## src/rtl/tsc_pkg.sv

```systemverilog
// Shared types and defaults for the traffic signal controller blocks.
package tsc_pkg;

  typedef enum logic [1:0] {
    StIdle    = 2'd0,
    StPending = 2'd1,
    StWalk    = 2'd2,
    StLockout = 2'd3
  } ped_state_e;

  localparam int unsigned DefSyncStages     = 2;
  localparam int unsigned DefDebounceCycles = 20;
  localparam int unsigned DefWalkCycles     = 40;
  localparam int unsigned DefLockoutCycles  = 60;
  localparam int unsigned DefCntW           = 16;

  // Increment that holds at all-ones instead of wrapping.
  function automatic logic [7:0] sat_inc8(input logic [7:0] v);
    return (v == 8'hFF) ? v : v + 8'd1;
  endfunction

endpackage

```

## src/rtl/ped_request_ctrl_if.sv

```systemverilog
// Button/controller-side signal bundle for the pedestrian request front end.
interface ped_request_ctrl_if;
  logic       btn_raw;
  logic       yellow_in;
  logic       walk_req;
  logic       req_pending;
  logic       btn_clean;
  logic [7:0] req_count;

  modport master (
    output btn_raw, yellow_in,
    input  walk_req, req_pending, btn_clean, req_count
  );

  modport slave (
    input  btn_raw, yellow_in,
    output walk_req, req_pending, btn_clean, req_count
  );
endinterface

```

## src/rtl/btn_debounce.sv

```systemverilog
// Button synchroniser and debouncer with a single-cycle rising-edge press pulse.
module btn_debounce
  import tsc_pkg::*;
#(
  parameter int unsigned SYNC_STAGES     = DefSyncStages,
  parameter int unsigned DEBOUNCE_CYCLES = DefDebounceCycles,
  parameter int unsigned CNT_W           = DefCntW
) (
  input  logic clk,
  input  logic reset_n,
  input  logic btn_raw,
  output logic btn_clean,
  output logic press
);

  localparam logic [CNT_W-1:0] CntMax = CNT_W'(DEBOUNCE_CYCLES - 1);

  logic [SYNC_STAGES-1:0] sync_q;
  logic                   btn_sync;
  logic [CNT_W-1:0]       cnt_q;
  logic                   clean_q;
  logic                   clean_prev_q;

  assign btn_sync = sync_q[SYNC_STAGES-1];

  // Shift the asynchronous button level through the synchroniser chain.
  always_ff @(posedge clk or negedge reset_n) begin
    if (!reset_n) begin
      sync_q <= '0;
    end else begin
      sync_q <= {sync_q[SYNC_STAGES-2:0], btn_raw};
    end
  end

  // Accept a new level only after it has differed for DEBOUNCE_CYCLES edges.
  always_ff @(posedge clk or negedge reset_n) begin
    if (!reset_n) begin
      cnt_q        <= '0;
      clean_q      <= 1'b0;
      clean_prev_q <= 1'b0;
    end else begin
      clean_prev_q <= clean_q;
      if (btn_sync == clean_q) begin
        cnt_q <= '0;
      end else if (cnt_q == CntMax) begin
        clean_q <= btn_sync;
        cnt_q   <= '0;
      end else begin
        cnt_q <= cnt_q + 1'b1;
      end
    end
  end

  assign btn_clean = clean_q;
  assign press     = clean_q & ~clean_prev_q;

endmodule

```

## src/rtl/ped_request_ctrl.sv

```systemverilog
// Pedestrian request front end: latches debounced presses and times walk/lockout windows.
module ped_request_ctrl
  import tsc_pkg::*;
#(
  parameter int unsigned SYNC_STAGES     = DefSyncStages,
  parameter int unsigned DEBOUNCE_CYCLES = DefDebounceCycles,
  parameter int unsigned WALK_CYCLES     = DefWalkCycles,
  parameter int unsigned LOCKOUT_CYCLES  = DefLockoutCycles,
  parameter int unsigned CNT_W           = DefCntW
) (
  input logic               clk,
  input logic               reset_n,
  ped_request_ctrl_if.slave bus
);

  localparam logic [CNT_W-1:0] WalkLoad = CNT_W'(WALK_CYCLES - 1);
  localparam logic [CNT_W-1:0] LockLoad = CNT_W'(LOCKOUT_CYCLES - 1);

  ped_state_e       state_q, state_d;
  logic [CNT_W-1:0] timer_q, timer_d;
  logic             flag_q, flag_d;
  logic [7:0]       count_q, count_d;
  logic             walk_q;
  logic             pend_q;
  logic             btn_clean;
  logic             press;

  btn_debounce #(
    .SYNC_STAGES    (SYNC_STAGES),
    .DEBOUNCE_CYCLES(DEBOUNCE_CYCLES),
    .CNT_W          (CNT_W)
  ) u_btn_debounce (
    .clk      (clk),
    .reset_n  (reset_n),
    .btn_raw  (bus.btn_raw),
    .btn_clean(btn_clean),
    .press    (press)
  );

  // Next-state, shared walk/lockout down-counter, pending flag and press count.
  always_comb begin
    state_d = state_q;
    timer_d = timer_q;
    flag_d  = flag_q;
    count_d = count_q;
    case (state_q)
      StIdle: begin
        if (press) begin
          count_d = sat_inc8(count_q);
          if (!bus.yellow_in) begin
            state_d = StWalk;
            timer_d = WalkLoad;
          end else begin
            state_d = StPending;
          end
        end
      end
      StPending: begin
        if (!bus.yellow_in) begin
          state_d = StWalk;
          timer_d = WalkLoad;
        end
      end
      StWalk: begin
        if (timer_q == '0) begin
          state_d = StLockout;
          timer_d = LockLoad;
        end else begin
          timer_d = timer_q - 1'b1;
        end
      end
      StLockout: begin
        if (press && !flag_q) begin
          flag_d  = 1'b1;
          count_d = sat_inc8(count_q);
        end
        // A press landing on the expiry cycle is folded in via flag_d.
        if (timer_q == '0) begin
          state_d = flag_d ? StPending : StIdle;
          flag_d  = 1'b0;
        end else begin
          timer_d = timer_q - 1'b1;
        end
      end
      default: state_d = StIdle;
    endcase
  end

  // State, timers and registered outputs.
  always_ff @(posedge clk or negedge reset_n) begin
    if (!reset_n) begin
      state_q <= StIdle;
      timer_q <= '0;
      flag_q  <= 1'b0;
      count_q <= '0;
      walk_q  <= 1'b0;
      pend_q  <= 1'b0;
    end else begin
      state_q <= state_d;
      timer_q <= timer_d;
      flag_q  <= flag_d;
      count_q <= count_d;
      walk_q  <= (state_d == StWalk);
      pend_q  <= (state_d == StPending) | flag_d;
    end
  end

  assign bus.walk_req    = walk_q;
  assign bus.req_pending = pend_q;
  assign bus.btn_clean   = btn_clean;
  assign bus.req_count   = count_q;

endmodule
```

## src/flat_wrapper.sv

```systemverilog
// flat-port wrapper written by rule: the top's interface ports become plain ports
module ped_request_ctrl_flat import tsc_pkg::*;
#(
  parameter int unsigned SYNC_STAGES     = DefSyncStages,
  parameter int unsigned DEBOUNCE_CYCLES = DefDebounceCycles,
  parameter int unsigned WALK_CYCLES     = DefWalkCycles,
  parameter int unsigned LOCKOUT_CYCLES  = DefLockoutCycles,
  parameter int unsigned CNT_W           = DefCntW
)
  (clk, reset_n, bus_btn_raw, bus_yellow_in, bus_walk_req, bus_req_pending, bus_btn_clean, bus_req_count);
  ped_request_ctrl_if bus_i ();
  input logic clk;
  input logic reset_n;
  input wire logic [$bits(bus_i.btn_raw)-1:0] bus_btn_raw;
  input wire logic [$bits(bus_i.yellow_in)-1:0] bus_yellow_in;
  output wire logic [$bits(bus_i.walk_req)-1:0] bus_walk_req;
  output wire logic [$bits(bus_i.req_pending)-1:0] bus_req_pending;
  output wire logic [$bits(bus_i.btn_clean)-1:0] bus_btn_clean;
  output wire logic [$bits(bus_i.req_count)-1:0] bus_req_count;
  assign bus_i.btn_raw = bus_btn_raw;
  assign bus_i.yellow_in = bus_yellow_in;
  assign bus_walk_req = bus_i.walk_req;
  assign bus_req_pending = bus_i.req_pending;
  assign bus_btn_clean = bus_i.btn_clean;
  assign bus_req_count = bus_i.req_count;
  ped_request_ctrl #(.SYNC_STAGES(SYNC_STAGES), .DEBOUNCE_CYCLES(DEBOUNCE_CYCLES), .WALK_CYCLES(WALK_CYCLES), .LOCKOUT_CYCLES(LOCKOUT_CYCLES), .CNT_W(CNT_W)) u_core (.clk(clk), .reset_n(reset_n), .bus(bus_i));
endmodule
```

## config.mk

```make
export PLATFORM = sky130hd
export DESIGN_NAME = ped_request_ctrl_flat
export DESIGN_NICKNAME = d
export VERILOG_FILES = /design/src/rtl/tsc_pkg.sv /design/src/rtl/ped_request_ctrl_if.sv /design/src/rtl/btn_debounce.sv /design/src/rtl/ped_request_ctrl.sv /design/src/flat_wrapper.sv
export SDC_FILE = /design/constraint.sdc
export NUM_CORES = 1
export LEC_CHECK = 0
export ABC_CLOCK_PERIOD_IN_PS = 2400
export BUFFER_PORTS_ARGS = -buffer_cell sky130_fd_sc_hd__buf_2
export CAP_MARGIN = 20
export CELL_PAD_IN_SITES_DETAIL_PLACEMENT = 1
export CELL_PAD_IN_SITES_GLOBAL_PLACEMENT = 1
export CORE_MARGIN = 1.5
export CORE_UTILIZATION = 30
export CTS_CLUSTER_DIAMETER = 120
export DETAILED_ROUTE_END_ITERATION = 10
export PLACE_DENSITY = 0.53
export SETUP_SLACK_MARGIN = 0.5
export SYNTH_ARGS = -nofsm -noshare
export SYNTH_HDL_FRONTEND = slang
export SYNTH_SLANG_ARGS = --single-unit
export TNS_END_PERCENT = 50
```

## constraint.sdc

```tcl
create_clock -name clk -period 2.4 [get_ports clk]
set_clock_uncertainty 0.1 [all_clocks]
set_input_delay 0.12 -clock clk [delete_from_list [all_inputs] [get_ports clk]]
set_output_delay 0.12 -clock clk [all_outputs]
set_load 0.005 [all_outputs]
```

### Yosys cells after proc, flatten, opt, wreduce, memory -nomap -nowiden

Index checks and enable logic that the tools add are counted.

* divide/modulo/power cells: 0
* shift-type cells: 0
* muxes and demuxes: 22
* equality and inequality tests: 11
* bitwise operators: 4
* $add $sub $neg: 3
* $lt $le $gt $ge: 0
* $mul: 0
* reductions and logical operators: 8

Operator list (count)
* $mux 16: 6
* $pmux 16 s4: 1
* $mux 8: 3
* $add 16x1->16 const B: 1
* $eq 16x5->1 const B: 1
* $logic_not 16->1: 1
* $pmux 8 s2: 1
* $sub 16x1->16 const B: 1
* $mux 2: 5
* $add 8x1->8 const B: 1
* $eq 8x8->1 const B: 1
* $pmux 2 s4: 1
* $eq 2x2->1 const B: 3
* $mux 1: 5
* $eq 2x1->1 const B: 2
* $ne 2x1->1 const B: 2
* $reduce_and 2->1: 2
* $reduce_and 3->1: 1
* $logic_not 2->1: 1
* $ne 2x2->1 const B: 1
* $not 1->1: 2
* $reduce_bool 2->1: 1
* $and 1x1->1: 1
* $eq 1x1->1: 1
* other kinds (3): 3

* register bits: 49
* output and inout bits: 11
* memories kept: 0
* bits in read-only memories: 0
* bits in writable memories: 0
* word-level logic and storage cells: 58
* bits in latches: 0

### Longest topological paths before layout

* depth after elaboration: 10
* mapped depth: 8
* depth with buffers taken out: 7

### Cells and area by module

Synthesis repeated with hierarchy kept, for this count alone.

* cell total of the unflattened synthesis: 248
* area total of the unflattened synthesis: 2628.8 sq um

By module, submodules not included
* ped_request_ctrl: cells an instance 160, area each 1681.6 sq um, seq. area each 725.7 sq um, instances 1
* btn_debounce: cells an instance 88, area each 947.2 sq um, seq. area each 500.5 sq um, instances 1

### Worst setup path before layout

OpenSTA, ideal clock, no wires.

* path kind: register to register
* start: register u_core.timer_q[0]
* end: register u_core.timer_q[8]
* arrival: 1.908 ns
* library setup time: 0.073 ns
* path buffers: 1
* clock period less this slack: 2.081 ns
* stages on the path, launching flop included: 9
* slack: 0.319 ns
* path through: dfrtp_1 -> inv_1 -> ha_1 -> nor3b_1 -> and4_1 -> buf_6 -> a211o_1 -> or4_4 -> a21oi_2

* word-level cells in the longest chain between the ends: 3

RTL lines
* start, declared: line ped_request_ctrl.sv:20 `logic [CNT_W-1:0] timer_q, timer_d;`
* start signal, assigned: line ped_request_ctrl.sv:100 `timer_q <= timer_d;`
* $sub 16x1->16 / $logic_not 16->1 (equally long branches)
* $mux 16 (tied with other cells): line ped_request_ctrl.sv:78 `if (timer_q == '0) begin`
* $pmux 16 s4 / $reduce_and 2->1 (equally long branches)

Parallel ways exist; a longest one is shown, timed or not. The select of a mux whose other input is x is not followed.
A chain may end at the register's enable or synchronous reset.

### Worst setup path after layout

Ends and elaborated chain as after synthesis.

==> results by group <==
Die
  – Die Height: roughly 93 um
  – Die width: between 90 and 100 um
  – Initial Util: around a third
  – Die ar.: roughly 8700 um^2
  – I/O pin cnt: 15
  – Core area: 7810 um^2
  – # rows: 32

Clock tree
  – CTS H-Tree Depth: 2
  – CTS sink count: between 40 and 50
  – Longest Clk Path Bufs: 2
  – Root Buffer: clkbuf_8
  – Total CTS buffers: 5
  – Clock-pin slew on the worst setup and hold paths: roughly 0.10 ns
  – Clk_lat worst skew: 0.32 ns
  – CTS tree: done

Drt
  – DR pass1 iterations: 4
  – Number of vias after detailed routing: ~1900
  – Vias per inst: 4.94
  – WL/cell: 15.2 um
  – Iter 0 DRT Violations: 19
  – DR DRC count: 0
  – Drt total wl: 5.86 mm
  – Post-DRT Antenna Nets: 0

Setup path
  – Crit path max fanout: 4
  – CP required: 2.54 ns
  – CP Capture Type: flop
  – Startpoint Class: flop
  – Setup CP Type: reg -> reg
  – Arrival time of the worst setup path: between 2 and 2.5 ns
  – R2R cell count: 7

Synthesis
  – Sequential area share after synthesis: 50.1%
  – Synth top area cells: dfrtp_1 50%, xor2_1 6.8%, nor2_1 6.7%, xnor2_1 4.3%, nand2_1 2.6%
  – Fraction of registers with async set/reset: 100%
  – Avg Inst Size Synth: 10.0 um^2
  – Number of synthesized flops with an enable pin: 0
  – YS warnings: 0
  – Area of the mapped netlist: around 2400 um^2
  – Post-synthesis net count: ~250
  – Distinct cells, synth: 45
  – Syn Inst Count: between 200 and 250
  – #FFs+latches synth: around 50
  – Cell taking the most area after synthesis: dfrtp_1
  – Synth top area share: about half
  – Main synth FF type: dfrtp_1

Global routing
  – M3 GR Usage: 3.58%
  – Vias in the first global route: between 2000 and 2500
  – First-pass GRT wire length: just under 10 mm
  – Largest net degree at the start of global routing: 29
  – Met1 Use GR: 20.6%
  – GRT Total Usage: between 10% and 20%
  – GR Util met2: a little under a quarter
  – Total grt overflow: 0
  – Busiest grt layer: met2
  – Initial antenna violation count: 0

STA
  – Hold_ws: about 0.15 ns
  – Pins over their slew limit: 0
  – Final setup violation count: 0
  – Tcrit/Tclk final: between 80% and 90%
  – PnR worst setup slack: between 0.4 and 0.5 ns
  – Relative slew slack: 67.1%
  – Max frequency: between 0.5 and 0.6 GHz
  – Unrepaired setup endpoints after global routing: yes
  – TNS Setup: 0 ns
  – Final Hold Viols: 0
  – Final Critical Period: 1.97 ns
  – Worst slew pin tran: 0.490 ns

Power and ir drop
  – VDD IR max: between 0.3 and 0.4 mV
  – Lkg Pwr: between 1 and 1.5 nW
  – Pwr dens: around 770 nW/um^2
  – Power, Total: between 2 and 2.5 mW

Finish
  – Commonest non-fill, non-tap cells in the layout: 44 x dfrtp_1, 42 x nor2_1, 19 x xor2_1, 19 x buf_4, 16 x nand2_1
  – Fin nets: between 200 and 300
  – Util after Layout: roughly two fifths
  – Commonest non-fill, non-tap cell in the layout: dfrtp_1
  – Synth-to-Final Area Change: 23.2%
  – # fillers: between 900 and 1000
  – Fraction of layout cells with a size suffix above 1: 27.9%
  – Fin cells: 385
  – Design Area, Final: 3020 um^2
  – # diodes: 0

Run
  – Max Cap Violations: 0

Hold path
  – Hold Path Cell Cnt: 4
  – Hold Crit Class: in -> reg

Placed design
  – IO Port Bufs: 14
  – Placed Cells: approximately 360
  – Area post-placement: 2670 um^2
  – HPWL Detailed: around 4.1 mm
  – Setup Slack @ Placement: approximately 0.17 ns
  – GP Congestion: ~0.79

Run status
  – Status: complete, no violations
[where the power goes]
group,internal (mW),total (mW),switching [mW]
registers,0.945,1.15,0.203
clock network,0.218,0.540,0.322
logic,0.328,0.641,0.312
[metal layers]
layer / vias up / part of all wire [%]
met5: - / 0
met4: 0 / 0.77
met3: 5 / 2.7
met2: 16 / 46
met1: 948 / 50
li1: 933 / -
[timing repair]
action | CTS | global route
setup buffers | 10 | 2
hold buffers | 2 | 0
endpoints found under the setup margin | 31 | 36
gates cloned | 0 | 1
endpoints found under the hold margin | 50 | 0
gates resized for setup | 13 | 17
pin swaps | 4 | 4
[cells in the mapped netlist (3+ instances only)]
master,count
nor4_2,4
nor3_1,8
xor2_1,19
a21oi_1,5
ha_1,4
buf_2,3
nor4_1,4
and2_1,3
inv_1,5
xnor2_1,12
and3_1,4
o21ai_0,4
o2111ai_1,5
dfrtp_1,49
nand3_1,11
nor2b_1,3
nand2_1,17
nand4_1,7
nor2_1,44
[area by class of cell]
cell class	instances	area, um^2	share of cell area, %
Clock inverter	3	33.8	1.12
Multi-Input combinational cell	183	1270	42.0
Timing Repair Buffer	38	269	8.92
Inverter	5	18.8	0.622
Clock buffer	5	68.8	2.28
Tap cell	102	128	4.23
Sequential cell	49	1230	40.9
[logic make-up after synthesis]
family	after synthesis	synth area share, %
AND/OR/NAND/NOR	115	24.1
buffers and inverters	12	2.45
XOR/XNOR	31	11.1
AO/OA/AOI/OAI	30	8.94
multiplexers	3	1.33
flip-flops	49	50.1
adder cells (fa/ha/maj)	4	2.04
[final timing paths]
path | startpoint | end | slack, ns
max | u_core.timer_q[0] | u_core.timer_q[8] | 0.43
min | bus_yellow_in | u_core.timer_q[4] | 0.15
max reg2reg | u_core.timer_q[0] | u_core.timer_q[8] | 0.43
min reg2reg | u_core.u_btn_debounce.sync_q[0] | u_core.u_btn_debounce.sync_q[1] | 0.26
max in group asynchronous | reset_n | u_core.timer_q[6] | 1.65
min in group asynchronous | reset_n | u_core.u_btn_debounce.cnt_q[7] | 0.21
[critical path, stage by stage (launching register included)]
cell and delay [ns]:
dfrtp_1 0.38, inv_2 0.05, ha_2 0.18, nor3b_2 0.16, and4_4 0.21, a211o_1 0.29
or4_4 0.42, a21oi_2 0.13
[registers in the layout, summed over array words and instances (netlist names)]
register and count:
u_core.u_btn_debounce.clean_prev_q 1, u_core.u_btn_debounce.btn_clean 1, u_core.state_q 2, u_core.bus.walk_req 1, u_core.bus.req_count 8, u_core.bus.req_pending 1
u_core.flag_q 1, u_core.timer_q 16, u_core.u_btn_debounce.cnt_q 16, u_core.u_btn_debounce.sync_q 2
Power figures use the tool's default switching activity.
